File: src/rtl/cfg_bus_pkg.sv
// Shared definitions for the tile-array configuration bus: field widths, loader states and
// the default idle/end-of-stream addresses.
package cfg_bus_pkg;

    localparam int unsigned CFG_ADDR_W = 32;
    localparam int unsigned CFG_DATA_W = 32;
    localparam int unsigned TILE_ID_W  = 16;
    localparam int unsigned MOD_ID_LSB = 16;
    localparam int unsigned CFG_REC_W  = CFG_ADDR_W + CFG_DATA_W;

    // Module flag 0 in addr[31:16] matches no tile, so the bus parks here between records.
    localparam logic [CFG_ADDR_W-1:0] IDLE_ADDR_DEFAULT = 32'h0000_0000;
    localparam logic [CFG_ADDR_W-1:0] EOS_ADDR_DEFAULT  = 32'hFFFF_FFFF;

    typedef enum logic [2:0] {
        StOff,
        StLoad,
        StDrive,
        StGap,
        StDone
    } loader_state_e;

endpackage

File: src/rtl/cfg_byte_assembler.sv
// Collects eight little-endian bytes into one address/data record and flags the completing
// transfer combinationally so the loader can register the record on that same edge.
module cfg_byte_assembler
    import cfg_bus_pkg::*;
(
    input  logic                  clk,
    input  logic                  reset,
    input  logic                  clear,
    input  logic                  byte_en,
    input  logic [7:0]            in_byte,
    output logic                  rec_valid,
    output logic [CFG_ADDR_W-1:0] rec_addr,
    output logic [CFG_DATA_W-1:0] rec_data
);

    logic [2:0]           byte_cnt_q, byte_cnt_d;
    logic [CFG_REC_W-1:0] asm_q, asm_d;
    logic [CFG_REC_W-1:0] rec_full;

    always_comb begin
        // New bytes enter at the top, so after eight shifts byte 0 sits in bits [7:0].
        rec_full   = {in_byte, asm_q[CFG_REC_W-1:8]};
        byte_cnt_d = byte_cnt_q;
        asm_d      = asm_q;
        if (clear) begin
            byte_cnt_d = 3'd0;
        end else if (byte_en) begin
            byte_cnt_d = byte_cnt_q + 3'd1;
            asm_d      = rec_full;
        end
        rec_valid = byte_en && !clear && (byte_cnt_q == 3'd7);
        rec_addr  = rec_full[CFG_ADDR_W-1:0];
        rec_data  = rec_full[CFG_REC_W-1:CFG_ADDR_W];
    end

    always_ff @(posedge clk or negedge reset) begin
        if (!reset) begin
            byte_cnt_q <= 3'd0;
            asm_q      <= '0;
        end else begin
            byte_cnt_q <= byte_cnt_d;
            asm_q      <= asm_d;
        end
    end

endmodule

File: src/rtl/config_loader.sv
// Byte-serial configuration loader: assembles 8-byte records and broadcasts each one to all
// tiles for a fixed hold window, followed by a gap at the idle address.
module config_loader
    import cfg_bus_pkg::*;
#(
    parameter int unsigned            HOLD_CYCLES = 2,
    parameter int unsigned            GAP_CYCLES  = 1,
    parameter logic [CFG_ADDR_W-1:0]  IDLE_ADDR   = IDLE_ADDR_DEFAULT,
    parameter logic [CFG_ADDR_W-1:0]  EOS_ADDR    = EOS_ADDR_DEFAULT
) (
    input  logic                  clk,
    input  logic                  reset,
    input  logic                  start,
    input  logic [7:0]            in_byte,
    input  logic                  in_valid,
    output logic                  in_ready,
    output logic [CFG_ADDR_W-1:0] config_addr,
    output logic [CFG_DATA_W-1:0] config_data,
    output logic                  busy,
    output logic                  done,
    output logic [15:0]           word_count
);

    localparam int unsigned CntMax = (HOLD_CYCLES > GAP_CYCLES) ? HOLD_CYCLES : GAP_CYCLES;
    localparam int unsigned CntW   = (CntMax > 1) ? $clog2(CntMax) : 1;
    localparam logic [CntW-1:0] HoldLoad = CntW'(HOLD_CYCLES - 1);
    localparam logic [CntW-1:0] GapLoad  = CntW'(GAP_CYCLES - 1);

    loader_state_e         state_q, state_d;
    logic [CntW-1:0]       cnt_q, cnt_d;
    logic [CFG_ADDR_W-1:0] config_addr_q, config_addr_d;
    logic [CFG_DATA_W-1:0] config_data_q, config_data_d;
    logic [15:0]           word_count_q, word_count_d;

    logic                  byte_en;
    logic                  rec_valid;
    logic [CFG_ADDR_W-1:0] rec_addr;
    logic [CFG_DATA_W-1:0] rec_data;

    assign in_ready    = (state_q == StLoad);
    assign busy        = (state_q == StLoad) || (state_q == StDrive) || (state_q == StGap);
    assign done        = (state_q == StDone);
    assign config_addr = config_addr_q;
    assign config_data = config_data_q;
    assign word_count  = word_count_q;

    // A start pulse discards whatever byte arrives with it.
    assign byte_en = in_valid && in_ready && !start;

    cfg_byte_assembler u_assembler (
        .clk       (clk),
        .reset     (reset),
        .clear     (start),
        .byte_en   (byte_en),
        .in_byte   (in_byte),
        .rec_valid (rec_valid),
        .rec_addr  (rec_addr),
        .rec_data  (rec_data)
    );

    always_comb begin
        state_d       = state_q;
        cnt_d         = cnt_q;
        config_addr_d = config_addr_q;
        config_data_d = config_data_q;
        word_count_d  = word_count_q;
        if (start) begin
            state_d       = StLoad;
            cnt_d         = '0;
            config_addr_d = IDLE_ADDR;
            word_count_d  = '0;
        end else begin
            unique case (state_q)
                StLoad: begin
                    if (rec_valid) begin
                        if (rec_addr == EOS_ADDR) begin
                            state_d = StDone;
                        end else begin
                            state_d       = StDrive;
                            cnt_d         = HoldLoad;
                            config_addr_d = rec_addr;
                            config_data_d = rec_data;
                        end
                    end
                end
                StDrive: begin
                    if (cnt_q == '0) begin
                        state_d       = StGap;
                        cnt_d         = GapLoad;
                        config_addr_d = IDLE_ADDR;
                        if (word_count_q != 16'hFFFF) begin
                            word_count_d = word_count_q + 16'd1;
                        end
                    end else begin
                        cnt_d = cnt_q - 1'b1;
                    end
                end
                StGap: begin
                    if (cnt_q == '0) begin
                        state_d = StLoad;
                    end else begin
                        cnt_d = cnt_q - 1'b1;
                    end
                end
                StOff, StDone: begin
                end
                default: begin
                    state_d       = StOff;
                    config_addr_d = IDLE_ADDR;
                end
            endcase
        end
    end

    always_ff @(posedge clk or negedge reset) begin
        if (!reset) begin
            state_q       <= StOff;
            cnt_q         <= '0;
            config_addr_q <= IDLE_ADDR;
            config_data_q <= '0;
            word_count_q  <= '0;
        end else begin
            state_q       <= state_d;
            cnt_q         <= cnt_d;
            config_addr_q <= config_addr_d;
            config_data_q <= config_data_d;
            word_count_q  <= word_count_d;
        end
    end

endmodule

File: config.mk
export PLATFORM = sky130hd
export DESIGN_NAME = config_loader
export DESIGN_NICKNAME = d
export VERILOG_FILES = /design/src/rtl/cfg_bus_pkg.sv /design/src/rtl/cfg_byte_assembler.sv /design/src/rtl/config_loader.sv
export SDC_FILE = /design/constraint.sdc
export NUM_CORES = 1
export LEC_CHECK = 0
export ABC_CLOCK_PERIOD_IN_PS = 2500
export CORE_ASPECT_RATIO = 1.25
export CORE_MARGIN = 5
export CORE_UTILIZATION = 30
export CTS_CLUSTER_DIAMETER = 80
export CTS_CLUSTER_SIZE = 10
export DETAILED_ROUTE_END_ITERATION = 10
export PLACE_DENSITY = 0.61
export SYNTH_ARGS = -nofsm -noshare
export SYNTH_HDL_FRONTEND = slang
export SYNTH_SLANG_ARGS = --single-unit
File: constraint.sdc
create_clock -name clk -period 2.5 [get_ports clk]
set_clock_uncertainty 0.1 [all_clocks]
set_input_delay 0.5 -clock clk [delete_from_list [all_inputs] [get_ports clk]]
set_output_delay 0.5 -clock clk [all_outputs]
set_load 0.02 [all_outputs]
==> flow_metrics.env, run 1 <==
export IMPL_ir_drop_mv=0.450
export IMPL_fp_row_count=56
export IMPL_crit_type="reg2reg"
export IMPL_cts_path_max_buffers=2
export IMPL_placed_area_sq_um=7080
export IMPL_ys_flop_type="dfrtp_1"
export IMPL_synth_edf_count=0
export IMPL_p_switching_w=0.00152
export IMPL_clkTransAtPathRegs_ns=0.06
export IMPL_whs_path_depth=1
export IMPL_gp_congestion=0.763
export IMPL_end_kind="flop"
export IMPL_grt_start_max_net_pins=59
export IMPL_dieArea_sq_um=22100
export IMPL_antenna_found_initial=0
export IMPL_antenna_diode_count=0
export IMPL_power_internal_w=0.00500
export IMPL_ys_seq_elements=143
export IMPL_drive_gt1_share_pct=27.7
export IMPL_worstHoldPathType="reg2reg"
export IMPL_maxSlewHeadroom_pct=56.1
export IMPL_dieHeight_um=165
export IMPL_vias_per_cell=5.02
export IMPL_final_setup_viol_count=0
export IMPL_crit_fanout=27
export IMPL_drv_slew=0
export IMPL_htree_levels=4
export IMPL_ant_nets=0
export IMPL_cap_violations=0
export IMPL_numCtsBuffers=17
export IMPL_clkPwrFrac_pct=45.0
export IMPL_port_buffers=94
export IMPL_grt_total_usage_pct=12.6
export IMPL_critical_path_required_ns=2.70
export IMPL_wl_um=13100
export IMPL_fin_setup_tns_ns=0
export IMPL_ys_seq_area_share_pct=62.2
export IMPL_hold_viol=0
export IMPL_clkLatencyLatePin_ns=0.42
export IMPL_nets=533
export IMPL_drt_initial_drc_count=243
export IMPL_yosysTopAreaCell="dfrtp_1"
export IMPL_grt_pass1_vias=4077
export IMPL_first_pass_iters=7
export IMPL_pin_count=95
export IMPL_die_x_um=134
export IMPL_root_buffer="clkbuf_16"
export IMPL_design_area_sq_um=7800
export IMPL_synth_warnings=0
export IMPL_cts_tree="built"
export IMPL_cp_start_kind="flop"
export IMPL_avgSynthCellArea_sq_um=14.2
export IMPL_finalCritPeriodShare_pct=96.2
export IMPL_dpl_hpwl_um=9120
export IMPL_coreArea_sq_um=18800
export IMPL_fmax_ghz=0.416
export IMPL_route_vias_total=3824
export IMPL_p_leak_nw=3.41
export IMPL_rr_worst_depth=5
export IMPL_drc_errors=0
export IMPL_ys_types=42
export IMPL_multi_input_area_sq_um=2080
export IMPL_initial_core_util_pct=30.5
export IMPL_syn_area_sq_um=5760
export IMPL_cts_sinks=143
export IMPL_pwr_share_seq_pct=46.4
export IMPL_grt_pass1_wl_um=21800
export IMPL_area_growth_pct=35.5
export IMPL_rsz0062_at_grt="no"
export IMPL_grt_overflow=0
export IMPL_fillers=1723
export IMPL_regArea_sq_um=3580
export IMPL_synth_top_area_share_pct=62.2
export IMPL_arrival_ns=2.61
export IMPL_powerDensity_nw_per_um2=836
export IMPL_worst_pin_slew_ns=0.650
export IMPL_syn_nets=421
export IMPL_status="complete, no violations"
export IMPL_async_flop_share_pct=100
export IMPL_final_min_clock_period_ns=2.40
export IMPL_postSynthCellCount=406
export IMPL_combPwrFrac_pct=8.6
export IMPL_finalPower_w=0.00652
export IMPL_ys_top_cells_by_area="dfrtp_1 62%, mux2_2 16%, a22o_1 4.9%"
export IMPL_wl_per_cell_um=17.2
export IMPL_p_sw_share_pct=23.4
[final timing paths]
check	startpoint	end	slack, ns
setup / recovery	u_assembler.asm_q[29]$_DFFE_PN0P_	config_addr[17]$_DFFE_PN0P_	0.1
hold / removal	config_addr[1]$_DFFE_PN0P_	config_addr[1]$_DFFE_PN0P_	0.40
setup reg to reg	u_assembler.asm_q[29]$_DFFE_PN0P_	config_addr[17]$_DFFE_PN0P_	0.1
hold reg to reg	config_addr[1]$_DFFE_PN0P_	config_addr[1]$_DFFE_PN0P_	0.40
max in group asynchronous	reset	config_data[12]$_DFFE_PN0P_	1.08
min in group asynchronous	reset	config_addr[25]$_DFFE_PN0P_	0.52
[per-layer routing]
metal | wire length, um | GRT usage, % | vias to the layer above
li1 | - | - | 1740
met1 | 5400 | 14.8 | 1985
met2 | 6940 | 21.6 | 86
met3 | 558 | 3.87 | 13
met4 | 232 | 4.96 | 0
met5 | 0 | 0 | -
[flip-flops by register name, summed over array words and instances (netlist names)]
register                cells
state_q                     3
u_assembler.asm_q          56
u_assembler.byte_cnt_q      3
config_addr                32
config_data                32
cnt_q                       1
word_count                 16
[stage by stage]
stage	utilization [%]	setup WS [ns]	hold WS, ns	cells
final	41.4	0.0951	0.404	762
after floorplan	-	0.414	0.104	406
after global placement	37.6	0.0855	0.389	729
after CTS	41.3	0.0641	0.408	761
after global routing	41.4	0.00150	0.420	762
after detailed placement	37.6	0.0750	0.385	729
[power groups by stage]
stage	clock network, W	logic [W]	registers (W)
final	0.00293	0.000563	0.00302
after global routing	0.00310	0.000627	0.00308
after detailed placement	0	0.000571	0.00307
after floorplan	0	0.000381	0.00292
after CTS	0.00300	0.000576	0.00303
after global placement	0	0.000551	0.00306
[synthesized netlist by cell type, drive strengths merged, types with 2 or more instances]
library cell  count
and2              2
or4               3
and4              3
buf              14
or3               8
or2               2
o311ai            2
clkbuf            7
nand3             6
nor2             12
and3              3
a22o             32
ha                3
mux2i             3
o41ai             2
dfrtp           143
a21oi            15
o21bai            3
nand2             8
nor3              5
o21ai            10
nor3b             2
inv               3
mux2             89
nand4            14
[cell families (layout without fill, tap and decap cells)]
| logic type | after synthesis | in the layout | synth area share (%) |
|---|---|---|---|
| flops | 143 | 143 | 62.2 |
| mux | 92 | 92 | 18.3 |
| compound gates | 71 | 71 | 9.20 |
| simple gates | 71 | 71 | 7.26 |
| buf+inv | 24 | 148 | 2.09 |
| fa+ha+maj | 3 | 3 | 0.652 |
| xor+xnor | 2 | 2 | 0.304 |
[what timing repair did]
item	CTS	global route
endpoints found under the setup margin	1	12
setup buffers	0	1
gates resized for setup	3	1
endpoints found under the hold margin	53	0
hold buffers	1	0
pin swaps	0	1
[final cells by class]
| class | instances | area share [%] |
|---|---|---|
| timing repair buffer | 114 | 14.7 |
| clock buffer | 17 | 5.46 |
| inverter | 3 | 0.144 |
| multi-input combinational | 239 | 26.7 |
| tap | 232 | 3.72 |
| clock inverter | 14 | 3.39 |
| sequential | 143 | 45.9 |
[placed cells by master (no fill, tap or decap), drive strengths merged, types with 5 or more instances in the layout]
| cell type | count |
|---|---|
| bufinv | 7 |
| nor2 | 12 |
| or3 | 8 |
| clkbuf | 17 |
| nand3 | 6 |
| clkdlybuf4s50 | 91 |
| buf | 20 |
| nor3 | 5 |
| a22o | 32 |
| o21ai | 10 |
| a21oi | 15 |
| nand2 | 8 |
| dfrtp | 143 |
| clkinv | 6 |
| nand4 | 14 |
| mux2 | 89 |
[worst max-delay path, stage by stage (launching register included)]
cell	delay [ns]
dfrtp_1	0.42
nand4_1	0.11
or4_1	0.67
o2111a_2	0.43
buf_4	0.26
a22o_1	0.27
Power figures use the tool's default switching activity.
==> run 2: changes to the inputs <==
ABC_CLOCK_PERIOD_IN_PS = 2300   (was 2500)
clock period = 2.3 ns   (was 2.5 ns; I/O delays follow)
==> run 2 against run 1 <==
  * Sequential power up 6%
  * Power increased by 7.0%
  * Core utilization grew 0.40 points
  * Final cell count grew 2.0%
  * Largest power group unchanged
  * Clock power shrank 2%
  * Wire length is 2.2% higher
==> flow_metrics.env, run 2 (synthesis results as in run 1) <==
export IMPL_status="complete, no violations"
export IMPL_final_setup_viol_count=0
export IMPL_clkPwrFrac_pct=41.2
export IMPL_drc_errors=0
export IMPL_regArea_sq_um=3580
export IMPL_cts_sinks=143
export IMPL_maxSlewHeadroom_pct=57.0
export IMPL_worst_pin_slew_ns=0.637
export IMPL_vias_per_cell=4.94
export IMPL_nets=548
export IMPL_worst_slack_ns=0.0920
export IMPL_pin_count=95
export IMPL_arrival_ns=2.41
export IMPL_initial_core_util_pct=30.5
export IMPL_p_switching_w=0.00168
export IMPL_drv_slew=0
export IMPL_rsz0062_at_grt="no"
export IMPL_power_internal_w=0.00529
export IMPL_postCtsSetupBuffers=0
export IMPL_fin_hold_ws_ns=0.397
export IMPL_fin_setup_tns_ns=0
export IMPL_cp_start_kind="flop"
export IMPL_largest_register_ffs=56
export IMPL_critPathSlowestCell="or4_1"
export IMPL_hold_viol=0
export IMPL_grt_pass1_vias=4106
export IMPL_worstHoldPathType="reg2reg"
export IMPL_grt_overflow=0
export IMPL_fillers=1739
export IMPL_ant_nets=0
export IMPL_crit_type="reg2reg"
export IMPL_critical_path_required_ns=2.50
export IMPL_fmax_ghz=0.453
export IMPL_combPwrFrac_pct=13.1
export IMPL_crit_fanout=14
export IMPL_drive_gt1_share_pct=29.9
export IMPL_dpl_hpwl_um=9340
export IMPL_wl_um=13400
export IMPL_cts_path_max_buffers=2
export IMPL_pwr_share_seq_pct=45.7
export IMPL_first_pass_iters=4
export IMPL_regMostFlops="u_assembler.asm_q"
export IMPL_port_buffers=94
export IMPL_antenna_diode_count=0
export IMPL_die_x_um=134
export IMPL_grt_start_max_net_pins=70
export IMPL_area_growth_pct=36.8
export IMPL_pre_cts_slack_ns=0.0225
export IMPL_dieArea_sq_um=22100
export IMPL_path_cells="nand4_1, or4_1, o2111a_2, buf_12, mux2_4"
export IMPL_grt_total_usage_pct=12.8
export IMPL_layout_commonest_cell="dfrtp_1"
export IMPL_fp_row_count=56
export IMPL_regToRegSetupSlack_ns=0.09
export IMPL_dieHeight_um=165
export IMPL_p_sw_share_pct=24.1
export IMPL_grt_pass1_wl_um=22100
export IMPL_numCtsBuffers=17
export IMPL_cts_tree="built"
export IMPL_clkLatencyLatePin_ns=0.42
export IMPL_drt_initial_drc_count=205
export IMPL_finalCritPeriodShare_pct=96.0
export IMPL_final_util_pct=41.8
export IMPL_root_buffer="clkbuf_16"
export IMPL_p_leak_nw=3.44
export IMPL_cap_violations=0
export IMPL_wl_per_cell_um=17.3
export IMPL_ir_drop_mv=0.488
export IMPL_end_kind="flop"
export IMPL_coreArea_sq_um=18800
export IMPL_antenna_found_initial=0
export IMPL_slowest_delay_ns=0.59
export IMPL_route_vias_total=3840
export IMPL_powerDensity_nw_per_um2=886
export IMPL_final_min_clock_period_ns=2.21
export IMPL_multi_input_area_sq_um=2080
export IMPL_gp_congestion=0.790
export IMPL_clkTransAtPathRegs_ns=0.06
export IMPL_htree_levels=4
export IMPL_layout_common_cells="140 x dfrtp_1, 90 x clkdlybuf4s50_1, 83 x mux2_2"
run 2: worst paths after layout:
path	from	endpoint	cells after the start
min in group asynchronous	reset	config_addr[18]$_DFFE_PN0P_	2
max in group asynchronous	reset	config_addr[16]$_DFFE_PN0P_	3
max	u_assembler.asm_q[39]$_DFFE_PN0P_	config_data[27]$_DFFE_PN0P_	5
max reg2reg	u_assembler.asm_q[39]$_DFFE_PN0P_	config_data[27]$_DFFE_PN0P_	5
min	config_addr[8]$_DFFE_PN0P_	config_addr[8]$_DFFE_PN0P_	1
min reg2reg	config_addr[8]$_DFFE_PN0P_	config_addr[8]$_DFFE_PN0P_	1
run 2: layout make-up:
cell class | instances | area share (%)
Multi-Input combinational cell | 239 | 26.4
Sequential cell | 143 | 45.5
Timing Repair Buffer | 129 | 16.3
Tap cell | 232 | 3.69
Clock inverter | 8 | 1.62
Inverter | 3 | 0.143
Clock buffer | 23 | 6.33
run 2: metrics by stage:
step	cell area [sq um]	cells	power [W]
after detailed placement	7230	745	0.00417
final	7870	777	0.00697
after CTS	7870	777	0.00708
after global placement	7230	745	0.00412
after global routing	7870	777	0.00730
after floorplan	5760	406	0.00359
run 2: repair_timing:
item,in CTS,in global routing
pin swaps,0,0
endpoints found under the hold margin,37,0
setup endpoints to repair,2,1
gates resized for setup,5,2
hold buffers,1,0
run 2: power groups by stage:
stage	Combinational (W)	Clock [W]	Sequential, W
global route	0.000994	0.00306	0.00325
CTS	0.000933	0.00295	0.00320
floorplan	0.000414	0	0.00317
detailed placement	0.000927	0	0.00325
finish	0.000911	0.00287	0.00319
global placement	0.000894	0	0.00323
run 2: critical path, delay by kind of cell, from the launching register on:
kind / cells / cell delay (ns)
buffers and inverters: 1 / 0.20
muxes: 1 / 0.30
AOI/OAI and AO/OA: 1 / 0.42
and+or+nand+nor: 2 / 0.70
DFF: 1 / 0.37
run 2: layer usage:
layer	wire length [um]	global-route usage (%)
met2	7080	22.0
met4	209	4.72
met3	608	4.30
met5	0	0
met1	5530	15.0
==> patch 1, RTL diff (settings of run 2) <==
`CFG_DATA_W`: 32 -> 28.
--- a/src/rtl/cfg_bus_pkg.sv
+++ b/src/rtl/cfg_bus_pkg.sv
@@ -3,7 +3,7 @@
 package cfg_bus_pkg;
 
     localparam int unsigned CFG_ADDR_W = 32;
-    localparam int unsigned CFG_DATA_W = 32;
+    localparam int unsigned CFG_DATA_W = 28;
     localparam int unsigned TILE_ID_W  = 16;
     localparam int unsigned MOD_ID_LSB = 16;
     localparam int unsigned CFG_REC_W  = CFG_ADDR_W + CFG_DATA_W;
Interface: changed (resized config_data); port bits go from 95 to 91. No check against the original RTL was run, so the function may have changed too.
==> patch 1 against run 2 <==
Worst setup slack lost 0.012 ns. Routed wire length decreased by 3.3%. Area after synthesis down 2.5%. Sequential power down 5%. Sequential cell count down 8. Total power fell by 9.3%. Final area down 3.4%. Critical path depth unchanged. Utilization fell by 0.82 points. Global-route usage down 0.31 points. Count of clock-buffer cells in the layout did not move. Critical path type unchanged. Critical endpoint is now config_data[17]$_DFFE_PN0P_. Largest cell class unchanged. Largest power group unchanged.
==> patch 1: results (changes against run 2) <==
### Global route
- global-route track usage on met3: 4.14%, was 4.30%
- global-route wire length before repair: 21.8 mm, was 22.1 mm
- met1 routing resource usage after global routing: 16.9%, was 15.0%
- initial antenna violation count: 0, unchanged
- maximum number of pins on one net before global-route repair: 50, was 70
- GR Util All Layers: 12.5%, was 12.8%
- met2 layer usage reported by global route: 19.1%, was 22.0%
- total grt overflow: 0, unchanged
- via count of the first global-routing pass: 4102, was 4106

### Power and ir drop
- Static Leak: 0.00326 uW, was 0.00344 uW
- highest ir drop seen on vdd: 0.512 mV, was 0.488 mV

### Finish
- Largest Register: u_assembler.asm_q, unchanged
- max FFs per register: 52, was 56
- share of cells above drive strength 1: 28.0%, was 29.9%
- antenna diode count: 0, unchanged
- fill cell total of the finished layout: 1719, was 1739
- net count of the finished layout: 531, was 548

### Place
- weighted congestion at the end of routability-driven global placement: 0.788, was 0.790
- HPWL after detailed placement: 8.91 mm, was 9.34 mm
- buffers added on ports: 90, was 94
- Post-DP Area: 7030 um^2, was 7230 um^2

### Worst setup path
- delay of the slowest cell on the worst path: 0.58 ns
- depth of the most critical reg-to-reg path: 5, unchanged
- Setup CP Type: reg -> reg, unchanged
- CP Max Fanout: 16, was 14
- Crit path arrival time: 2.42 ns
- r2r setup slk: 0.08 ns
- origin of the critical flop-to-flop path: u_assembler.asm_q[9]$_DFFE_PN0P_, was u_assembler.asm_q[39]$_DFFE_PN0P_
- CP Capture Point: config_data[17]$_DFFE_PN0P_, was config_data[27]$_DFFE_PN0P_
- Worst path slowest cell: sky130_fd_sc_hd__or4_4, was sky130_fd_sc_hd__or4_1

### Clocking
- CTS Buf Count: 17, unchanged
- clock transition at the registers of the reported paths: 0.05 ns
- maximum buffer depth of the clock tree: 2, unchanged
- clock insertion delay at the later pin of the skew report: 0.42 ns, about the same
- cell at the root of the clock tree: sky130_fd_sc_hd__clkbuf_16, unchanged
- buffers inserted by post-CTS timing repair: 0, unchanged
- level count of the clock H-tree: 4, unchanged

### Synth
- most used flip-flop cell after synthesis: sky130_fd_sc_hd__dfrtp_1, unchanged
- part of the Yosys area used for sequential elements: 60.2%, was 62.2%
- Netlist cell types: 42, unchanged
- number of nets produced by synthesis: 413, was 421
- proportion of register bits with asynchronous set or reset after synthesis: 100%, unchanged
- number of synthesis warnings: 0, unchanged
- Area contributors post-synth: sky130_fd_sc_hd__dfrtp_1, sky130_fd_sc_hd__mux2_2, sky130_fd_sc_hd__mux2_4, was sky130_fd_sc_hd__dfrtp_1, sky130_fd_sc_hd__mux2_2, sky130_fd_sc_hd__a22o_1
- synth cell count leaders: sky130_fd_sc_hd__dfrtp_1, sky130_fd_sc_hd__mux2_2, sky130_fd_sc_hd__a22o_1, unchanged

### Route
- First DRT Iteration DRCs: 174, was 205
- sum of routed wire length over all layers: 13.0 mm, was 13.4 mm
- via density per instance: 4.94, about the same
- Initial DRT Pass Iterations: 4, unchanged

### Hold path
- instance count along the most critical hold path: 1, unchanged
- HP Class: reg -> reg, unchanged

### Run status
- run status: completed, unchanged

### STA
- Max Transition Viols Final: 0, unchanged
- worst-margin pin slew: 0.858 ns, was 0.637 ns

==> patch 1: cell types whose count changed after synthesis, sizes merged, moves of 3 or more <==
cell	before	now
dfrtp	143	135
mux2	89	83
or3	8	5
inv	3	6
nor4	0	4
o21ai	10	6
or4	3	9
o31ai	1	7
==> patch 1: kinds of logic (layout without fill, tap and decap cells) <==
family,after synthesis,in the layout,synth area share [%]
buf+inv,27,157,2.41
xor+xnor,1,1,0.156
fa+ha+maj,3,3,0.669
mux,85,85,18.7
simple gates,75,75,8.20
compound gates,72,72,9.65
flops,135,135,60.2
==> patch 1: power breakdown <==
part           internal (uW)  switching, uW  total (uW)
Clock                   1640            962        2600
Sequential              2730            304        3030
Combinational            428            265         693
==> patch 1: worst min-delay path by stage <==
stage,from,endpoint,slack (ns)
floorplan,reset,cnt_q$_DFFE_PN0P_,0.06
global placement,reset,word_count[14]$_DFFE_PN0P_,0.33
detailed placement,reset,word_count[7]$_DFFE_PN0P_,0.33
CTS,config_addr[8]$_DFFE_PN0P_,config_addr[8]$_DFFE_PN0P_,0.40
global route,config_addr[10]$_DFFE_PN0P_,config_addr[10]$_DFFE_PN0P_,0.42
finish,config_addr[8]$_DFFE_PN0P_,config_addr[8]$_DFFE_PN0P_,0.40
==> patch 1: metal layers <==
layer	part of all wire (%)	up-vias	wire length (um)
met1	47	1904	6110
met4	0.92	0	119
met3	5.7	12	744
met2	46	108	6010
li1	-	1729	-
met5	0	-	0
==> patch 1: through the flow <==
stage	hold WS [ns]	setup slack, ns	instances	total power (uW)
after floorplan	0.0644	0.227	398	3370
after global placement	0.326	0.0267	728	3740
after detailed placement	0.327	0.0184	728	3780
after CTS	0.402	0.0468	760	6420
after global routing	0.418	0.0144	760	6620
final	0.397	0.0800	760	6330
==> patch 1: worst max-delay path, delay by kind of cell, from the launching register on <==
family / cells / cell delay [ns]
AOI/OAI and AO/OA: 1 / 0.38
and+or+nand+nor: 2 / 0.74
DFF: 1 / 0.38
muxes: 1 / 0.30
buffers and inverters: 1 / 0.19
==> patch 1: cell type report <==
cell class	count	area, um^2	area share (%)
Multi-Input combinational cell	236	2120	27.9
Inverter	6	22.5	0.296
Tap cell	232	290	3.82
Timing Repair Buffer	120	1230	16.1
Clock buffer	23	468	6.15
Sequential cell	135	3380	44.4
Clock inverter	8	98.8	1.30
==> patch 1: what timing repair did <==
item,in CTS,in global routing
cloned,0,0
hold buffers,1,0
endpoints found under the setup margin,3,1
resized for setup,3,1
endpoints found under the hold margin,45,0
==> patch 2, RTL diff (config.mk and constraints of run 2) <==
Without the edit above. Put one more register stage on the output `word_count`, cleared by the reset. The value now appears one clock later. The other outputs are not delayed to match.
--- a/src/rtl/config_loader.sv
+++ b/src/rtl/config_loader.sv
@@ -42,7 +42,13 @@
     assign done        = (state_q == StDone);
     assign config_addr = config_addr_q;
     assign config_data = config_data_q;
-    assign word_count  = word_count_q;
+    always_ff @(posedge clk or negedge reset) begin
+        if (!reset) begin
+            word_count <= '0;
+        end else begin
+            word_count <= word_count_q;
+        end
+    end
 
     // A start pulse discards whatever byte arrives with it.
     assign byte_en = in_valid && in_ready && !start;
Check against the original RTL: no difference found for any inputs over 10 cycles, from zero or initial values and one cycle with reset low; that may be too few to reach the edited logic, so the function may still have changed.
==> patch 2 against run 2 <==
Sequential cell count up 16. Worst setup slack better by 0.014 ns. Count of clock-buffer cells in the layout down 4. First-iteration DRC count down 5.9%. Area after synthesis up 12%. Total power about the same. Final area up 7.5%. Routed wire length up 3.1%.
==> patch 2: results (changes against run 2) <==
### Synth
- Netlist cell types: 46, was 42
- number of nets produced by synthesis: 444, was 421
- part of the Yosys area used for sequential elements: 61.7%, was 62.2%
- synth cell count leaders: sky130_fd_sc_hd__dfrtp_1, sky130_fd_sc_hd__mux2_2, sky130_fd_sc_hd__mux2_4, was sky130_fd_sc_hd__dfrtp_1, sky130_fd_sc_hd__mux2_2, sky130_fd_sc_hd__a22o_1
- Mapped Avg Cell Area: 15.0 um^2, was 14.2 um^2
- Area contributors post-synth: sky130_fd_sc_hd__dfrtp_1, sky130_fd_sc_hd__mux2_2, sky130_fd_sc_hd__mux2_4, was sky130_fd_sc_hd__dfrtp_1, sky130_fd_sc_hd__mux2_2, sky130_fd_sc_hd__a22o_1

### Worst setup path
- Crit path arrival time: 1.63 ns, was 2.41 ns
- CP delay by family, top: flip-flops, was simple AND/OR/NAND/NOR gates
- r2r setup slk: 0.12 ns, was 0.09 ns
- delay of the slowest cell on the worst path: 0.50 ns, was 0.59 ns
- start point of the critical path: state_q[1]$_DFFE_PN0P_, was u_assembler.asm_q[39]$_DFFE_PN0P_
- Worst path slowest cell: sky130_fd_sc_hd__dfrtp_1, was sky130_fd_sc_hd__or4_1
- Critical R2R Capture: word_count_q[15]$_DFFE_PN0P_, was config_data[27]$_DFFE_PN0P_
- CP Max Fanout: 11, was 14

### Power and ir drop
- clock share of power: 38.8%, was 41.2%
- highest ir drop seen on vdd: 0.481 mV, was 0.488 mV
- Internal Power: 5190 uW, was 5290 uW
- sequential power: 3530 uW, was 3190 uW
- Static Leak: 0.00377 uW, was 0.00344 uW

### Finish
- share of cells above drive strength 1: 34.5%, was 29.9%
- fill cell total of the finished layout: 1992, was 1739
- net count of the finished layout: 565, was 548

### Hold path
- instance count along the most critical hold path: 0, was 1
- Hold EP: word_count[15]$_DFF_PN0_, was config_addr[8]$_DFFE_PN0P_
- hold_sp: word_count_q[15]$_DFFE_PN0P_, was config_addr[8]$_DFFE_PN0P_

### Global route
- global-route track usage on met3: 3.61%, was 4.30%
- GR Util All Layers: 11.9%, was 12.8%
- met2 layer usage reported by global route: 18.9%, was 22.0%
- via count of the first global-routing pass: 4290, was 4106
- global-route wire length before repair: 23.4 mm, was 22.1 mm
- maximum number of pins on one net before global-route repair: 52, was 70
- met1 routing resource usage after global routing: 15.2%, was 15.0%

### Route
- met1 wire length: 6.02 mm, was 5.53 mm
- sum of routed wire length over all layers: 13.8 mm, was 13.4 mm
- met3 routed wirelength: 704 um, was 608 um
- First DRT Iteration DRCs: 193, was 205
- Met2 Wirelength: 6.87 mm, was 7.08 mm
- Via Count: 3985, was 3840
- via density per instance: 4.73, was 4.94

### Clocking
- CTS Buf Count: 17, unchanged

### Run status
- run status: completed, unchanged

### Place
- HPWL after detailed placement: 9.55 mm, was 9.34 mm
- placed instance count: 807, was 745
- weighted congestion at the end of routability-driven global placement: 0.762, was 0.790

### STA
- worst-margin pin slew: 0.534 ns, was 0.637 ns
- worst hold margin: 0.341 ns, was 0.397 ns

-- patch 2: worst max path at each step --
stage,endpoint,depth (start not counted)
5_1_grt,in_ready,2
4_1_cts,in_ready,2
6_report,in_ready,2
3_3_place_gp,config_data[31]$_DFFE_PN0P_,5
2_1_floorplan,u_assembler.asm_q[56]$_DFFE_PN0P_,7
3_5_place_dp,config_data[31]$_DFFE_PN0P_,5
-- patch 2: layout make-up --
type                            instances  area (um^2)  share of cell area, %
Clock buffer                           19          443                   5.23
Clock inverter                         13          129                   1.52
Inverter                                4         15.0                  0.177
Multi-Input combinational cell        245         2290                   27.1
Sequential cell                       159         3980                   47.0
Tap cell                              279          349                   4.12
Timing Repair Buffer                  123         1260                   14.9
-- patch 2: cell families (layout without fill, tap and decap cells) --
group / count (synthesis) / after routing / share of synthesized area, %
DFF: 159 / 159 / 61.7
buffers and inverters: 25 / 159 / 2.95
xor gates and xnor gates: 1 / 1 / 0.136
and+or+nand+nor: 80 / 80 / 7.96
adders and majority gates: 3 / 3 / 0.582
muxes: 93 / 93 / 17.9
AOI/OAI and AO/OA: 68 / 68 / 8.79
-- patch 2: through the flow --
step / util (%) / setup slack [ns] / power, uW / cell area (um^2) / TNS, ns
final: 39.7 / 0.106 / 6980 / 8470 / 0
after global routing: 39.7 / 0.00541 / 7340 / 8470 / 0
after CTS: 39.6 / 0.00403 / 7090 / 8440 / 0
after detailed placement: 36.9 / -0.104 / 4340 / 7870 / -4.61
after global placement: 36.9 / -0.0935 / 4280 / 7870 / -3.33
after floorplan: - / 0.0778 / 3890 / 6450 / 0
-- patch 2: timing repair --
action | 4_1_cts | 5_1_grt
buffers inserted | 0 | 2
gates resized for setup | 3 | 3
endpoints found under the setup margin | 3 | 4
hold endpoints to repair | 47 | 0
hold buffers | 1 | 0
